--- src/rtl/tensor_core_pkg.sv ---
// Shared sizes, FSM encoding and element packing for the tiny tensor core.
// Matrices are 4x4 signed 4-bit elements packed row-major from the MSB.
package tensor_core_pkg;

  localparam int DIM    = 4;
  localparam int ELEM_W = 4;
  localparam int PROD_W = 8;
  localparam int ACC_W  = 10;
  localparam int MAT_W  = DIM * DIM * ELEM_W;

  typedef enum logic [1:0] {
    IDLE,
    LOAD,
    CALC,
    DONE
  } state_e;

  // LSB of element (i,j): ((3-i)*4 + (3-j))*4, and 3-x is ~x on 2 bits
  function automatic logic [5:0] elem_lsb(
    input logic [1:0] i,
    input logic [1:0] j
  );
    return {~i, ~j, 2'b00};
  endfunction

endpackage

--- src/rtl/tiny_tensor_core_if.sv ---
// Operand/result bundle between a host and the tiny tensor core.
// The host drives operands and the strobe; the core returns C and done.
interface tiny_tensor_core_if;
  import tensor_core_pkg::*;

  logic             tensor_core_register_file_write_enable;
  logic [MAT_W-1:0] tensor_core_input1;
  logic [MAT_W-1:0] tensor_core_input2;
  logic [MAT_W-1:0] tensor_core_output;
  logic             is_done_with_calculation;

  modport master (
    output tensor_core_register_file_write_enable,
    output tensor_core_input1,
    output tensor_core_input2,
    input  tensor_core_output,
    input  is_done_with_calculation
  );

  modport slave (
    input  tensor_core_register_file_write_enable,
    input  tensor_core_input1,
    input  tensor_core_input2,
    output tensor_core_output,
    output is_done_with_calculation
  );

endinterface

--- src/rtl/tensor_mac.sv ---
// One signed 4x4-bit multiply into a 10-bit wrapping accumulator.
// o_res is the low element bits of the value the accumulator is about to take.
module tensor_mac
  import tensor_core_pkg::*;
(
  input  logic                     clock_in,
  input  logic                     reset_in,
  input  logic                     i_clr,
  input  logic                     i_en,
  input  logic signed [ELEM_W-1:0] i_a,
  input  logic signed [ELEM_W-1:0] i_b,
  output logic        [ELEM_W-1:0] o_res
);

  logic signed [ACC_W-1:0]  r_acc;
  logic signed [PROD_W-1:0] w_prod;
  logic signed [ACC_W-1:0]  w_next;

  assign w_prod = PROD_W'(i_a) * PROD_W'(i_b);
  assign w_next = r_acc + ACC_W'(w_prod);
  assign o_res  = w_next[ELEM_W-1:0];

  always_ff @(posedge clock_in) begin
    if (!reset_in) begin
      r_acc <= '0;
    end else if (i_clr) begin
      r_acc <= '0;
    end else if (i_en) begin
      r_acc <= w_next;
    end
  end

endmodule

--- src/rtl/tiny_tensor_core.sv ---
// 4x4 signed 4-bit matrix multiply: LOAD, four CALC steps, one-cycle DONE.
// A strobe in any state restarts; results land in C on entry to DONE.
module tiny_tensor_core
  import tensor_core_pkg::*;
(
  input  logic          clock_in,
  input  logic          reset_in,
  tiny_tensor_core_if.slave bus
);

  state_e           r_state;
  logic [1:0]       r_k;
  logic [MAT_W-1:0] r_a;
  logic [MAT_W-1:0] r_b;
  logic [MAT_W-1:0] r_out;
  logic             r_done;

  logic             w_we;
  logic             w_clr;
  logic             w_en;
  logic [MAT_W-1:0] w_c_next;

  assign w_we  = bus.tensor_core_register_file_write_enable;
  assign w_clr = (r_state == LOAD);
  assign w_en  = (r_state == CALC);

  for (genvar i = 0; i < DIM; i++) begin : g_row
    for (genvar j = 0; j < DIM; j++) begin : g_col
      localparam logic [5:0] LSB = elem_lsb(2'(i), 2'(j));

      logic signed [ELEM_W-1:0] w_a;
      logic signed [ELEM_W-1:0] w_b;

      // Column k of A and row k of B feed every cell this step
      assign w_a = r_a[elem_lsb(2'(i), r_k) +: ELEM_W];
      assign w_b = r_b[elem_lsb(r_k, 2'(j)) +: ELEM_W];

      tensor_mac u_mac (
        .clock_in (clock_in),
        .reset_in (reset_in),
        .i_clr    (w_clr),
        .i_en     (w_en),
        .i_a      (w_a),
        .i_b      (w_b),
        .o_res    (w_c_next[LSB +: ELEM_W])
      );
    end
  end

  always_ff @(posedge clock_in) begin
    if (!reset_in) begin
      r_state <= IDLE;
      r_k     <= '0;
      r_a     <= '0;
      r_b     <= '0;
      r_out   <= '0;
      r_done  <= 1'b0;
    end else begin
      r_done <= 1'b0;
      unique case (r_state)
        IDLE: r_state <= IDLE;
        LOAD: begin
          r_a     <= bus.tensor_core_input1;
          r_b     <= bus.tensor_core_input2;
          r_k     <= '0;
          r_state <= CALC;
        end
        CALC: begin
          r_k <= r_k + 2'd1;
          if (r_k == 2'd3 && !w_we) begin
            r_out   <= w_c_next;
            r_done  <= 1'b1;
            r_state <= DONE;
          end
        end
        DONE: r_state <= IDLE;
        default: r_state <= IDLE;
      endcase
      if (w_we) begin
        r_state <= LOAD;
      end
    end
  end

  assign bus.tensor_core_output       = r_out;
  assign bus.is_done_with_calculation = r_done;

endmodule

--- src/flat_wrapper.sv ---
// flat-port wrapper written by rule: the top's interface ports become plain ports
module tiny_tensor_core_flat import tensor_core_pkg::*;
  (clock_in, reset_in, bus_tensor_core_register_file_write_enable, bus_tensor_core_input1, bus_tensor_core_input2, bus_tensor_core_output, bus_is_done_with_calculation);
  tiny_tensor_core_if bus_i ();
  input  logic clock_in;
  input  logic reset_in;
  input wire logic [$bits(bus_i.tensor_core_register_file_write_enable)-1:0] bus_tensor_core_register_file_write_enable;
  input wire logic [$bits(bus_i.tensor_core_input1)-1:0] bus_tensor_core_input1;
  input wire logic [$bits(bus_i.tensor_core_input2)-1:0] bus_tensor_core_input2;
  output wire logic [$bits(bus_i.tensor_core_output)-1:0] bus_tensor_core_output;
  output wire logic [$bits(bus_i.is_done_with_calculation)-1:0] bus_is_done_with_calculation;
  assign bus_i.tensor_core_register_file_write_enable = bus_tensor_core_register_file_write_enable;
  assign bus_i.tensor_core_input1 = bus_tensor_core_input1;
  assign bus_i.tensor_core_input2 = bus_tensor_core_input2;
  assign bus_tensor_core_output = bus_i.tensor_core_output;
  assign bus_is_done_with_calculation = bus_i.is_done_with_calculation;
  tiny_tensor_core u_core (.clock_in(clock_in), .reset_in(reset_in), .bus(bus_i));
endmodule
--- config.mk ---
export PLATFORM = sky130hd
export DESIGN_NAME = tiny_tensor_core_flat
export DESIGN_NICKNAME = d
export VERILOG_FILES = /design/src/rtl/tensor_core_pkg.sv /design/src/rtl/tiny_tensor_core_if.sv /design/src/rtl/tensor_mac.sv /design/src/rtl/tiny_tensor_core.sv /design/src/flat_wrapper.sv
export SDC_FILE = /design/constraint.sdc
export NUM_CORES = 1
export LEC_CHECK = 0
export CAP_MARGIN = 0
export CORE_MARGIN = 3
export CORE_UTILIZATION = 56
export DETAILED_ROUTE_END_ITERATION = 7
export MAX_ROUTING_LAYER = met4
export PLACE_DENSITY = 0.8
export SETUP_SLACK_MARGIN = 0.2
export SLEW_MARGIN = 20
export SYNTH_ARGS = -nofsm -noshare
export SYNTH_HDL_FRONTEND = slang
export SYNTH_SLANG_ARGS = --single-unit
--- constraint.sdc ---
create_clock -name clock_in -period 5.5 [get_ports clock_in]
set_input_delay 1.375 -clock clock_in [delete_from_list [all_inputs] [get_ports clock_in]]
set_output_delay 1.375 -clock clock_in [all_outputs]
set_load 0.02 [all_outputs]
Word level (Yosys, flattened, before mapping)
Cells that the tools add are included.
{"block": "totals", "ff_bits": 357, "input_bits": 131, "output_inout_bits": 65, "elab_cells": 86}
{"block": "op_classes", "multipliers": 16, "eq_ne": 6, "shift": 8, "reduce_logical": 9, "mux": 5, "n_addsub": 17, "bitwise_logic": 2}
{"op": "$shiftx A64 B7 Y4", "n": 6}
{"op": "$add A10 B8 Y10", "n": 16}
{"op": "$mul A4 B4 Y8", "n": 16}
{"op": "$shiftx A64 B5 Y4", "n": 1}
{"op": "$shiftx A64 B6 Y4", "n": 1}
{"op": "$eq A2 B2 Y1 const B", "n": 3}
{"op": "$pmux W2 S3", "n": 1}
{"op": "$reduce_or A2 Y1", "n": 3}
{"op": "$pmux W2 S2", "n": 1}
{"op": "$reduce_and A2 Y1", "n": 2}
{"op": "$ne A3 B2 Y1 const B", "n": 1}
{"op": "$add A2 B1 Y2 const B", "n": 1}
{"op": "$eq A2 B1 Y1 const B", "n": 1}
{"op": "$logic_not A2 Y1", "n": 1}
{"op": "$mux W1", "n": 2}
{"op": "$mux W2", "n": 1}
{"op": "$ne A2 B1 Y1 const B", "n": 1}
{"op": "$not A2 Y2", "n": 1}
{"op": "$reduce_bool A2 Y1", "n": 1}
{"op": "$logic_and A1 B1 Y1", "n": 1}
{"op": "$logic_not A1 Y1", "n": 1}
{"op": "$not A1 Y1", "n": 1}

Logic depth before layout (Yosys ltp)
Gate-level depths: netlist of the first run.
{"block": "logic_depth", "ltp_word": 5, "ltp_mapped": 17, "mapped_depth_nobuf": 13}

Modules after synthesis
From an unflattened synthesis of the first run, not the netlist that was laid out.
{"block": "unflattened", "hier_cells": 1540, "hier_area_um2": 14913.1}
{"module": "tiny_tensor_core", "n_inst": 1, "cells_per_inst": 756, "area_per_inst_um2": 8066.5}
{"module": "tensor_mac", "n_inst": 16, "cells_per_inst": 49, "area_per_inst_um2": 427.9}

Least setup slack after synthesis of the first run
No wires, ideal clock.
{"block": "synth_path", "kind": "reg-to-reg", "from": "register u_core.r_k[0]", "to": "register u_core.r_out[11], in the netlist u_core.bus.tensor_core_output[11]", "path_stages_with_launch": 17, "t_required_ns": 5.373, "synth_period_minus_slack_ns": 3.981, "setup_slack_ns": 1.519, "setup_time_ns": 0.127, "arrival_time_ns": 3.855, "path_cell_list": "dfxtp_1 > buf_6 > buf_12 > mux4_2 > buf_2 > and2_1 > ha_1 > ha_1 > inv_1 > fa_1 > inv_1 > ha_1 > xor2_1 > xnor3_1 > xnor3_1 > nand3_1 > o211ai_1"}
{"block": "synth_between", "elab_chain_cells": 4}
{"item": "from (decl)", "line_no": "tiny_tensor_core.sv:12", "rtl": "logic [1:0] r_k;"}
{"item": "from (signal assigned)", "line_no": "tiny_tensor_core.sv:69", "rtl": "r_k <= r_k + 2'd1;"}
{"item": "$not A2 Y2", "line_no": "tensor_core_pkg.sv:23", "rtl": "return {~i, ~j, 2'b00};"}
{"item": "$shiftx A64 B7 Y4 / $shiftx A64 B5 Y4 (equally long branches)", "line_no": "tiny_tensor_core.sv:36, tiny_tensor_core.sv:35"}
{"item": "$mul A4 B4 Y8", "line_no": "tensor_mac.sv:19", "rtl": "assign w_prod = PROD_W'(i_a) * PROD_W'(i_b);"}
{"item": "$add A10 B8 Y10", "line_no": "tensor_mac.sv:20", "rtl": "assign w_next = r_acc + ACC_W'(w_prod);"}
{"item": "to (signal assigned)", "line_no": "tiny_tensor_core.sv:71", "rtl": "r_out <= w_c_next;"}
{"item": "to (decl)", "line_no": "tiny_tensor_core.sv:15", "rtl": "logic [MAT_W-1:0] r_out;"}
Several ways; a longest one is shown, not always the timed one.
A chain may end at the register's enable or synchronous reset.

Worst setup path after layout of the first run
{"block": "layout_path", "from": "register u_core.r_k[0]", "to": "register u_core.g_row[1].g_col[0].u_mac.r_acc[3]"}
{"block": "layout_between", "elab_chain_cells": 4}
{"item": "$not A2 Y2 *", "line_no": "tensor_core_pkg.sv:23"}
{"item": "$shiftx A64 B7 Y4 (on tied branches)", "line_no": "tiny_tensor_core.sv:35, tiny_tensor_core.sv:36"}
{"item": "$mul A4 B4 Y8 *", "line_no": "tensor_mac.sv:19"}
{"item": "$add A10 B8 Y10 *", "line_no": "tensor_mac.sv:20"}
{"item": "to (signal assigned)", "line_no": "tensor_mac.sv:29", "rtl": "r_acc <= w_next;"}
{"item": "to (decl)", "line_no": "tensor_mac.sv:15", "rtl": "logic signed [ACC_W-1:0] r_acc;"}
Every way passes the cells marked *; elsewhere a longest branch is shown, timed or not.

==> results of run 1 <==
critical path, delay by kind of cell, from the launching register on:
| kind | cells | cell delay [ps] |
|---|---|---|
| compound gates | 1 | 90 |
| xor+xnor | 3 | 820 |
| fa+ha+maj | 4 | 1300 |
| buf+inv | 3 | 380 |
| flops | 1 | 600 |
| mux | 1 | 890 |
| simple gates | 2 | 390 |
layout make-up:
class,count,area (um^2)
clock inverter,13,138
clock buffer,40,837
multi-input combinational,1080,8840
fill,1971,7770
inverter,48,183
tap,330,413
sequential,261,5230
antenna,1,2.50
timing repair buffer,208,2060
Yosys cell counts (all sizes together), types with 16 or more instances:
| library cell | n | share of area, % |
|---|---|---|
| nor2 | 151 | 3.9 |
| a21oi | 61 | 2.1 |
| xor2 | 27 | 1.6 |
| and2 | 97 | 4.1 |
| mux4 | 32 | 5.0 |
| inv | 47 | 1.2 |
| clkbuf | 57 | 1.6 |
| o211ai | 22 | 1.1 |
| fa | 16 | 2.2 |
| ha | 131 | 11 |
| xnor3 | 27 | 4.1 |
| buf | 32 | 1.5 |
| xnor2 | 63 | 4.0 |
| nor2b | 32 | 1.4 |
| nand3 | 34 | 1.2 |
| mux2i | 176 | 12 |
| nand2 | 186 | 5.0 |
| dfxtp | 261 | 36 |
flip-flops by register name (all words and copies together), names as in the netlist:
| signal | cells |
|---|---|
| u_core.bus.is_done_with_calculation | 1 |
| u_core.bus.tensor_core_output | 64 |
| u_core.g_row.g_col.u_mac.r_acc | 64 |
| u_core.r_a | 64 |
| u_core.r_b | 64 |
| u_core.r_k | 2 |
| u_core.r_state | 2 |
path summary, 6_finish.rpt:
check / cells past startpoint / endpoint
setup / recovery: 14 / u_core.g_row[1].g_col[0].u_mac.r_acc[3]
hold / removal: 2 / u_core.bus.tensor_core_output[61]
setup reg to reg: 14 / u_core.g_row[1].g_col[0].u_mac.r_acc[3]
hold reg to reg: 2 / u_core.bus.tensor_core_output[61]
power groups by stage:
stage	logic [mW]	registers [mW]	clock network, mW
finish	0.424	1.97	1.97
global route	0.457	1.98	2.08
CTS	0.423	1.97	2.00
detailed placement	0.420	2.01	0
global placement	0.411	2.01	0
floorplan	0.251	2.00	0
stage by stage:
step | instance area [um^2] | util, % | std cells | worst slack, ps
floorplan | 14700 | - | 1479 | 1520
global placement | 16700 | 65.6 | 1927 | 982
detailed placement | 16700 | 65.6 | 1927 | 916
CTS | 17700 | 69.5 | 1980 | 890
global route | 17700 | 69.5 | 1981 | 590
finish | 17700 | 69.5 | 1981 | 886
kinds of logic after synthesis:
group / count (synthesis)
multiplexers: 208
flip-flops: 261
XOR/XNOR: 117
AO/OA/AOI/OAI: 95
buffers and inverters: 138
adder cells (fa/ha/maj): 147
AND/OR/NAND/NOR: 513
layer usage:
metal	vias up	wire length [um]	track usage, %	part of all wire, %
met3	76	2250	4.37	6.2
met2	333	17300	42.8	47
met5	-	0	-	0
met4	0	996	7.36	2.7
li1	5273	-	-	-
met1	5296	16100	34.3	44
placed cells by master (no fill, tap or decap), types with 2 or more instances in the layout:
cell,synthesis,layout
nor2_1,151,150
clkinv_2,0,8
bufinv_16,0,2
nor2b_1,32,32
mux4_1,5,5
clkdlybuf4s50_1,0,194
mux2i_1,176,176
nand3_1,34,33
clkinv_4,0,2
ha_4,0,2
xnor2_2,5,5
xnor2_1,58,58
o21ai_0,11,11
buf_4,1,11
xor2_1,27,27
dfxtp_2,0,2
clkbuf_1,55,4
xnor3_1,27,27
nand2_1,177,177
a21oi_1,61,61
fa_1,16,16
nand2_2,7,7
nand3b_1,11,11
o211ai_1,22,22
mux4_2,27,27
inv_1,47,47
dfxtp_1,261,259
clkbuf_16,0,29
and2_1,96,96
ha_1,131,129
clkbuf_8,2,7
nand2_4,2,2
==> results.md, run 1 <==
- Period utilisation layout: 83.9%
- Status: finished clean
- CTS tree: yes
- Post-synthesis mux area share: 17.1%
- Netlist cell types: 34
- WS Path Type: reg -> reg
- Post-route ant nets: 0
- Min-delay src: u_core.bus.tensor_core_output[61]
- Post-Route WL: 36.6 mm
- Post-CTS Hold Fix Bufs: 0
- Pwr/cell area: 247 mW/mm^2
- Worst path required time: 5940 ps
- Fraction of layout cells with a size suffix above 1: 6.79%
- Pre-Repair DR Iteration Count: 6
- Largest family of logic cells by synthesized area: multiplexers
- Clk pwr share: 45.1%
- Unrepaired setup endpoints after global routing: no
- Internal power: 3.31 mW
- Slew margin rel.: 22.8%
- Cell Area, Synth: 0.0147 mm^2
- Prevailing post-synth register cell: dfxtp_1
- Clk_lat worst skew: 570 ps
- Max cap viols: 0
- FFs w/ async S/R, synth: 0%
- GPL Wtd Cong: 0.818
- Worst IR Drop VDD: 0.207 mV
- Global Route Usage Sum: 26.3%
- Nets@finish: 1,906
- Leak: 7.53 nW
- Core area: 0.0255 mm^2
- I/O pins: 196
- H-Tree Depth: 1
- DR WL/cell: 18.5 um
- WHS: 451 ps
- Number of setup buffers added after CTS: 0
- CP peak stage delay: 890 ps
- Reported net switching power: 1.06 mW
- Final worst path period need: 4610 ps
- Compound-Gate Fraction of Synth Area: 3.64%
- Largest net degree at the start of global routing: 101
- Worst path cell trace: buf_12, mux4_1, and2_1, ha_1, ha_1, inv_1, fa_1, inv_1, ha_1, xnor2_1, xnor3_1, xnor3_1, nand3_1, o211ai_1
- Post-cts sizing count: 0
- Die height: 168 um
- Via density: 5.54
- Post-synthesis simple-gate area fraction: 16.2%
- Sequential-to-total area share from yosys stat: 35.6%
- Tightest Pin Transition: 1150 ps
- Setup TNS: 0 ps
- Full die area: 0.0282 mm^2
- Slowest CP cell: mux4_1
- Switching Share: 24.2%
- Syn_area_per_cell: 9.92 um^2
- Worst Hold Class: reg -> reg
- Power Total: 4.37 mW
- DR DRC count: 0
- Clock Tree Root: clkbuf_16
- Area Growth Syn to Fin: 20.7%
- Maximum clock path buffer count: 3
- Mapped Cells: 1,479
- XOR/XNOR Fraction of Synth Area: 9.78%
- Vias in the first global route: 11,300
- Initial cell density of the core: 57.6%
- Post-Synth Adder-Cell Area: 13.4%
- Sink Count: 261
- Num CTS Buffers: 29
- Seq pwr share: 45.2%
- CP most frequent cell: ha_1
- Antenna violations before repair: 1
- Final hold vios: 0
- EDFF count, synth: 0
- Via count: 11,000
- First-pass GRT wire length: 58.7 mm
- Synth warn: 0
- Pins Over Slew Limit: 0
- Setup crit end kind: flop
- FF-to-FF Start: u_core.r_k[0]
- Die width: 168 um
- Worst setup path start: u_core.r_k[0]
- Post-DP HPWL: 25.1 mm
- Crit path DAT: 5050 ps
- Worst Path Max Fanout: 23
- Clock Skew: 9.27 ps
- Mapped Nets: 1,757
- Worst setup SP type: flop
- Clk slew on worst S/H paths: 60 ps
- Worst reg-to-reg setup slack: 890 ps
- Fmax: 217 MHz
- FP Rows: 58
- Number of synthesized register bits: 261
- Initial drt markers: 663
- Final setup viols: 0
- Global route total overflow: 0
- # port buffers: 195
- Combinational Power Share: 9.7%
Note: power is estimated with default switching activity, not from simulation.
==> run 2, diff against run 1 <==
clock period = 4.85 ns   (was 5.5 ns; I/O delays follow)
==> results.md, run 2 (synthesis results as in run 1) <==
- Initial cell density of the core: 57.6% (unchanged)
- CTS tree: yes (unchanged)
- Leak: 7.53 nW (about the same)
- Vias in the first global route: 11,200 (was 11,300)
- Final hold vios: 0 (unchanged)
- Internal power: 3.77 mW (was 3.31 mW)
- Crit Reg-Reg Endpoint: u_core.bus.tensor_core_output[63] (was u_core.g_row[1].g_col[0].u_mac.r_acc[3])
- Num CTS Buffers: 28 (was 29)
- Tightest Pin Transition: 1100 ps (was 1150 ps)
- Max cap viols: 0 (unchanged)
- Via density: 5.52 (was 5.54)
- Hold Crit Depth: 2 (unchanged)
- Slew margin rel.: 26.8% (was 22.8%)
- Worst setup SP type: flop (unchanged)
- Clk slew on worst S/H paths: 70 ps (was 60 ps)
- Hold Crit Endpoint: u_core.bus.tensor_core_output[49] (was u_core.bus.tensor_core_output[61])
- Core area: 0.0255 mm^2 (unchanged)
- Final setup viols: 0 (unchanged)
- WS Path Type: reg -> reg (unchanged)
- Worst Hold Class: reg -> reg (unchanged)
- I/O pins: 196 (unchanged)
- Clk pwr share: 45.4% (was 45.1%)
- # port buffers: 195 (unchanged)
- Crit path DAT: 4880 ps (was 5050 ps)
- Unrepaired setup endpoints after global routing: no (unchanged)
- Pre-Repair DR Iteration Count: 5 (was 6)
- Post-place setup slack: 411 ps (was 916 ps)
- Setup crit end kind: flop (unchanged)
- Die height: 168 um (unchanged)
- Largest net degree at the start of global routing: 96 (was 101)
- Initial drt markers: 638 (was 663)
- Diodes inserted: 0 (was 1)
- WHS: 452 ps (was 451 ps)
- Period utilisation layout: 90.7% (was 83.9%)
- Pwr/cell area: 281 mW/mm^2 (was 247 mW/mm^2)
- Status: finished clean (unchanged)
- DR DRC count: 0 (unchanged)
- Seq pwr share: 44.9% (was 45.2%)
- Reported net switching power: 1.21 mW (was 1.06 mW)
- Post-route ant nets: 0 (unchanged)
- Clk_lat worst skew: 560 ps (was 570 ps)
- FF-to-FF Start: u_core.r_k[0] (unchanged)
- Pins Over Slew Limit: 0 (unchanged)
- R2R cell count: 12 (was 14)
- Fraction of layout cells with a size suffix above 1: 7.13% (was 6.79%)
- Sink Count: 261 (unchanged)
- Combinational Power Share: 9.7% (about the same)
- Worst IR Drop VDD: 0.255 mV (was 0.207 mV)
- DR WL/cell: 18.2 um (was 18.5 um)
- Clock Tree Root: clkbuf_16 (unchanged)
- Nets@finish: 1,912 (was 1,906)
- Full die area: 0.0282 mm^2 (unchanged)
- Clock Skew: 11.4 ps (was 9.27 ps)
- Global Route Usage Sum: 26.0% (was 26.3%)
- Most frequent cells in the layout: dfxtp_1 (259), clkdlybuf4s50_1 (194), nand2_1 (177) (unchanged)
- H-Tree Depth: 1 (unchanged)
- Worst setup margin: 452 ps (was 886 ps)
- Min-delay src: u_core.bus.tensor_core_output[49] (was u_core.bus.tensor_core_output[61])
- Antenna violations before repair: 0 (was 1)
- Switching Share: 24.3% (was 24.2%)
- First-pass GRT wire length: 58.1 mm (was 58.7 mm)
- Worst Path Max Fanout: 10 (was 23)
- Leading cell type in the layout, fill and taps excluded: dfxtp_1 (unchanged)
- Post-DP HPWL: 25.4 mm (was 25.1 mm)
- Fmax: 227 MHz (was 217 MHz)
- Number of setup buffers added after CTS: 0 (unchanged)
- Worst path required time: 5330 ps (was 5940 ps)
- Final worst path period need: 4400 ps (was 4610 ps)
- Setup TNS: 0 ps (unchanged)
- Worst reg-to-reg setup slack: 450 ps (was 890 ps)
- Die width: 168 um (unchanged)
- GPL Wtd Cong: 0.869 (was 0.818)
- Maximum clock path buffer count: 3 (unchanged)
- Post-Route WL: 36.0 mm (was 36.6 mm)
- FP Rows: 58 (unchanged)
- Global route total overflow: 0 (unchanged)
- Via count: 10,900 (was 11,000)
- Area Growth Syn to Fin: 21.0% (was 20.7%)
==> run 2: layout make-up <==
type,count,area (um^2)
multi-input cells,1080,8820
well taps,330,413
clock buffers,35,757
flip-flops and latches,261,5230
fillers,1936,7730
repair buffers,215,2110
inverters,48,183
clock inverters,15,229
==> run 2: timing repair <==
item / CTS / global route
hold buffers: 0 / 0
resized for setup: 0 / 3
endpoints found under the setup margin: 0 / 6
==> run 2: routing by layer <==
metal	share of wire, %	up-vias	wire length (um)	global-route usage (%)
li1	-	5262	-	-
met1	43	5278	15600	33.4
met2	47	338	17000	42.3
met3	7.2	67	2590	5.42
met4	2.5	0	887	6.58
met5	0	-	0	-
==> run 2: how the worst max path moves through the flow <==
stage                        from                                end  slack, ps  cells after the start
finish              u_core.r_k[0]  u_core.bus.tensor_core_output[63]        450                     12
CTS                 u_core.r_k[0]  u_core.bus.tensor_core_output[31]        380                     14
global placement    u_core.r_k[0]  u_core.bus.tensor_core_output[31]        520                     14
global route        u_core.r_k[0]  u_core.bus.tensor_core_output[47]        200                     14
detailed placement  u_core.r_k[0]  u_core.bus.tensor_core_output[31]        410                     14
floorplan           u_core.r_k[0]  u_core.bus.tensor_core_output[11]        870                     16
==> run 2: per-stage QoR <==
| step | total power [mW] | util [%] | cells | cell area [um^2] |
|---|---|---|---|---|
| 2_1_floorplan | 2.56 | - | 1479 | 14700 |
| 3_3_place_gp | 2.75 | 65.8 | 1934 | 16800 |
| 3_5_place_dp | 2.76 | 65.8 | 1934 | 16800 |
| 4_1_cts | 5.01 | 69.7 | 1984 | 17800 |
| 5_1_grt | 5.15 | 69.7 | 1984 | 17700 |
| 6_report | 4.99 | 69.7 | 1984 | 17700 |
==> run 2: power groups by stage <==
| stage | combinational (mW) | clock (mW) | sequential (mW) |
|---|---|---|---|
| 2_1_floorplan | 0.285 | 0 | 2.27 |
| 3_3_place_gp | 0.466 | 0 | 2.28 |
| 3_5_place_dp | 0.478 | 0 | 2.29 |
| 4_1_cts | 0.481 | 2.29 | 2.24 |
| 5_1_grt | 0.519 | 2.38 | 2.24 |
| 6_report | 0.481 | 2.26 | 2.24 |
==> run 2: worst max-delay path, cell delays in order, from the launching register on <==
cell     delay (ps)
dfxtp_2         500
buf_4           290
mux4_1          780
and2_1          260
ha_1            290
ha_1            330
fa_1            500
ha_1            230
xnor2_1         160
xnor2_1         150
xnor2_1         150
xnor3_1         480
a21oi_1         190
==> run 3, diff against run 2 <==
CAP_MARGIN = 40   (was 0)
MAX_ROUTING_LAYER = not set   (was met4)
==> results.md, run 3 (synthesis results as in run 1) <==
- Fmax: 226 MHz (was 227 MHz)
- Worst setup path start: u_core.r_k[0] (unchanged)
- GPL Wtd Cong: 0.852 (was 0.869)
- Top Family by Delay on Critical Path: adder cells (unchanged)
- I/O pins: 196 (unchanged)
- Most frequent cells in the layout: dfxtp_1 (259), clkdlybuf4s50_1 (194), nand2_1 (177) (unchanged)
- Die height: 168 um (unchanged)
- Num CTS Buffers: 27 (was 28)
- Clk_lat worst skew: 540 ps (was 560 ps)
- Final core area utilization: 69.7% (unchanged)
- Pre-Repair DR Iteration Count: 5 (unchanged)
- Area Growth Syn to Fin: 21.0% (unchanged)
- First-pass GRT wire length: 58.1 mm (about the same)
- H-Tree Depth: 1 (unchanged)
- Tightest Pin Transition: 724 ps (was 1100 ps)
- CP endpoint: u_core.bus.tensor_core_output[31] (was u_core.bus.tensor_core_output[63])
- Crit path depth: 14 (was 12)
- Final hold vios: 0 (unchanged)
- Setup TNS: 0 ps (unchanged)
- Number of setup buffers added after CTS: 0 (unchanged)
- Worst path cell trace: buf_4, mux4_1, and2_1, ha_1, ha_1, inv_1, fa_1, inv_1, ha_1, xnor2_1, xnor3_1, xnor3_1, nand3_1, o211ai_1 (was buf_4, mux4_1, and2_1, ha_1, ha_1, fa_1, ha_1, xnor2_1, xnor2_1, xnor2_1, xnor3_1, a21oi_1)
- Diodes inserted: 0 (unchanged)
- Storage cell area: 0.00523 mm^2 (unchanged)
- DR WL/cell: 18.4 um (was 18.2 um)
- Fin area: 0.0177 mm^2 (unchanged)
- Global route total overflow: 0 (unchanged)
- Multi-input logic area: 0.00883 mm^2 (was 0.00882 mm^2)
- CTS tree: yes (unchanged)
- # fillers: 1,949 (was 1,936)
- Worst path required time: 5250 ps (was 5330 ps)
- Worst setup margin: 433 ps (was 452 ps)
- Placed instance area: 0.0169 mm^2 (was 0.0168 mm^2)
- Crit path DAT: 4820 ps (was 4880 ps)
- Status: finished clean (unchanged)
- Slowest CP cell: mux4_1 (unchanged)
- DR DRC count: 0 (unchanged)
- Largest net degree at the start of global routing: 56 (was 96)
- Leading cell type in the layout, fill and taps excluded: dfxtp_1 (unchanged)
- Post-place setup slack: 365 ps (was 411 ps)
- Core area: 0.0255 mm^2 (unchanged)
- Nets@finish: 1,915 (was 1,912)
- Total placed cells including tap cells: 1,938 (was 1,934)
- Worst setup SP type: flop (unchanged)
- FP Rows: 58 (unchanged)
- WS Path Type: reg -> reg (unchanged)
- Die width: 168 um (unchanged)
- Post-route ant nets: 0 (unchanged)
- Post-Layout Cell Count: 1,982 (was 1,984)
- Full die area: 0.0282 mm^2 (unchanged)
- WHS: 452 ps (about the same)
- # port buffers: 195 (unchanged)
- Clock Tree Root: clkbuf_16 (unchanged)
- Post-Route WL: 36.4 mm (was 36.0 mm)
- Global Route Usage Sum: 25.2% (was 26.0%)
- Max cap viols: 0 (unchanged)
- Post-DP HPWL: 25.9 mm (was 25.4 mm)
- Pins Over Slew Limit: 0 (unchanged)
- Fraction of layout cells with a size suffix above 1: 7.08% (was 7.13%)
- Pwr/cell area: 273 mW/mm^2 (was 281 mW/mm^2)
- Via count: 11,100 (was 10,900)
- CP peak stage delay: 790 ps (was 780 ps)
- Final worst path period need: 4420 ps (was 4400 ps)
- Slew margin rel.: 51.7% (was 26.8%)
- Final setup viols: 0 (unchanged)
- Initial cell density of the core: 57.6% (unchanged)
- Vias in the first global route: 11,300 (was 11,200)
- Leak: 7.54 nW (was 7.53 nW)
- Clk slew on worst S/H paths: 60 ps (was 70 ps)
- Crit Reg-Reg Endpoint: u_core.bus.tensor_core_output[31] (was u_core.bus.tensor_core_output[63])
- R2R cell count: 14 (was 12)
- CP Buf/Inv Count: 3 (was 1)
- Via density: 5.61 (was 5.52)
- Worst IR Drop VDD: 0.227 mV (was 0.255 mV)
- Power Total: 4.85 mW (was 4.99 mW)
- CP most frequent cell: ha_1
- Sink Count: 261 (unchanged)
- Clock Skew: 14.4 ps (was 11.4 ps)
- FF-to-FF Start: u_core.r_k[0] (unchanged)
- Worst Path Max Fanout: 10 (unchanged)
- Initial drt markers: 640 (was 638)
- Antenna violations before repair: 0 (unchanged)
- Unrepaired setup endpoints after global routing: no (unchanged)
- Setup crit end kind: flop (unchanged)
- Period utilisation layout: 91.1% (was 90.7%)
- Worst reg-to-reg setup slack: 430 ps (was 450 ps)
- Maximum clock path buffer count: 3 (unchanged)
- Worst Hold Class: reg -> reg (unchanged)
-- run 3: cell count changes in the layout (fill, tap and decap cells not counted), sizes merged --
| cell | delta |
|---|---|
| buf | +4 |
| bufinv | -1 |
| clkinv | -3 |
| clkinvlp | -2 |
-- run 3: area by class of cell --
cell class | count | share of cell area [%]
Timing Repair Buffer | 219 | 12.4
Clock buffer | 35 | 4.32
Multi-Input combinational cell | 1080 | 49.8
Clock inverter | 9 | 0.726
Tap cell | 330 | 2.33
Sequential cell | 261 | 29.5
Inverter | 48 | 1.03
-- run 3: worst min-delay path, cell delays in order (launching register included) --
cell,delay (ps)
dfxtp_1,310
nand2_1,50
a21oi_1,50
-- run 3: how the worst min path moves through the flow --
| stage | cells past startpoint | slack, ps | startpoint | endpoint |
|---|---|---|---|---|
| finish | 2 | 450 | u_core.bus.tensor_core_output[21] | u_core.bus.tensor_core_output[21] |
| global route | 2 | 470 | u_core.bus.tensor_core_output[16] | u_core.bus.tensor_core_output[16] |
| CTS | 2 | 460 | u_core.bus.tensor_core_output[16] | u_core.bus.tensor_core_output[16] |
| detailed placement | 2 | 450 | u_core.bus.tensor_core_output[49] | u_core.bus.tensor_core_output[49] |
| floorplan | 2 | 450 | u_core.r_a[56] | u_core.r_a[56] |
| global placement | 2 | 440 | u_core.bus.tensor_core_output[22] | u_core.bus.tensor_core_output[22] |
-- run 3: metal layers --
layer	up-vias	GRT usage (%)	share of wire [%]
met4	0	8.61	3.2
met2	405	41.6	46
met5	-	0	0
met1	5352	32.8	42
met3	79	5.85	8.7
li1	5284	-	-
-- run 3: report_power, final --
part / internal [mW] / switching [mW] / total (mW) / leakage (nW)
logic: 0.243 / 0.247 / 0.490 / 4.99
registers: 2.20 / 0.0353 / 2.24 / 2.12
clock network: 1.26 / 0.860 / 2.12 / 0.437
total: 3.71 / 1.14 / 4.85 / 7.54
-- run 3: timing repair --
action / 4_1_cts / 5_1_grt
hold buffers: 0 / 0
endpoints found under the setup margin: 0 / 3
resized for setup: 0 / 2
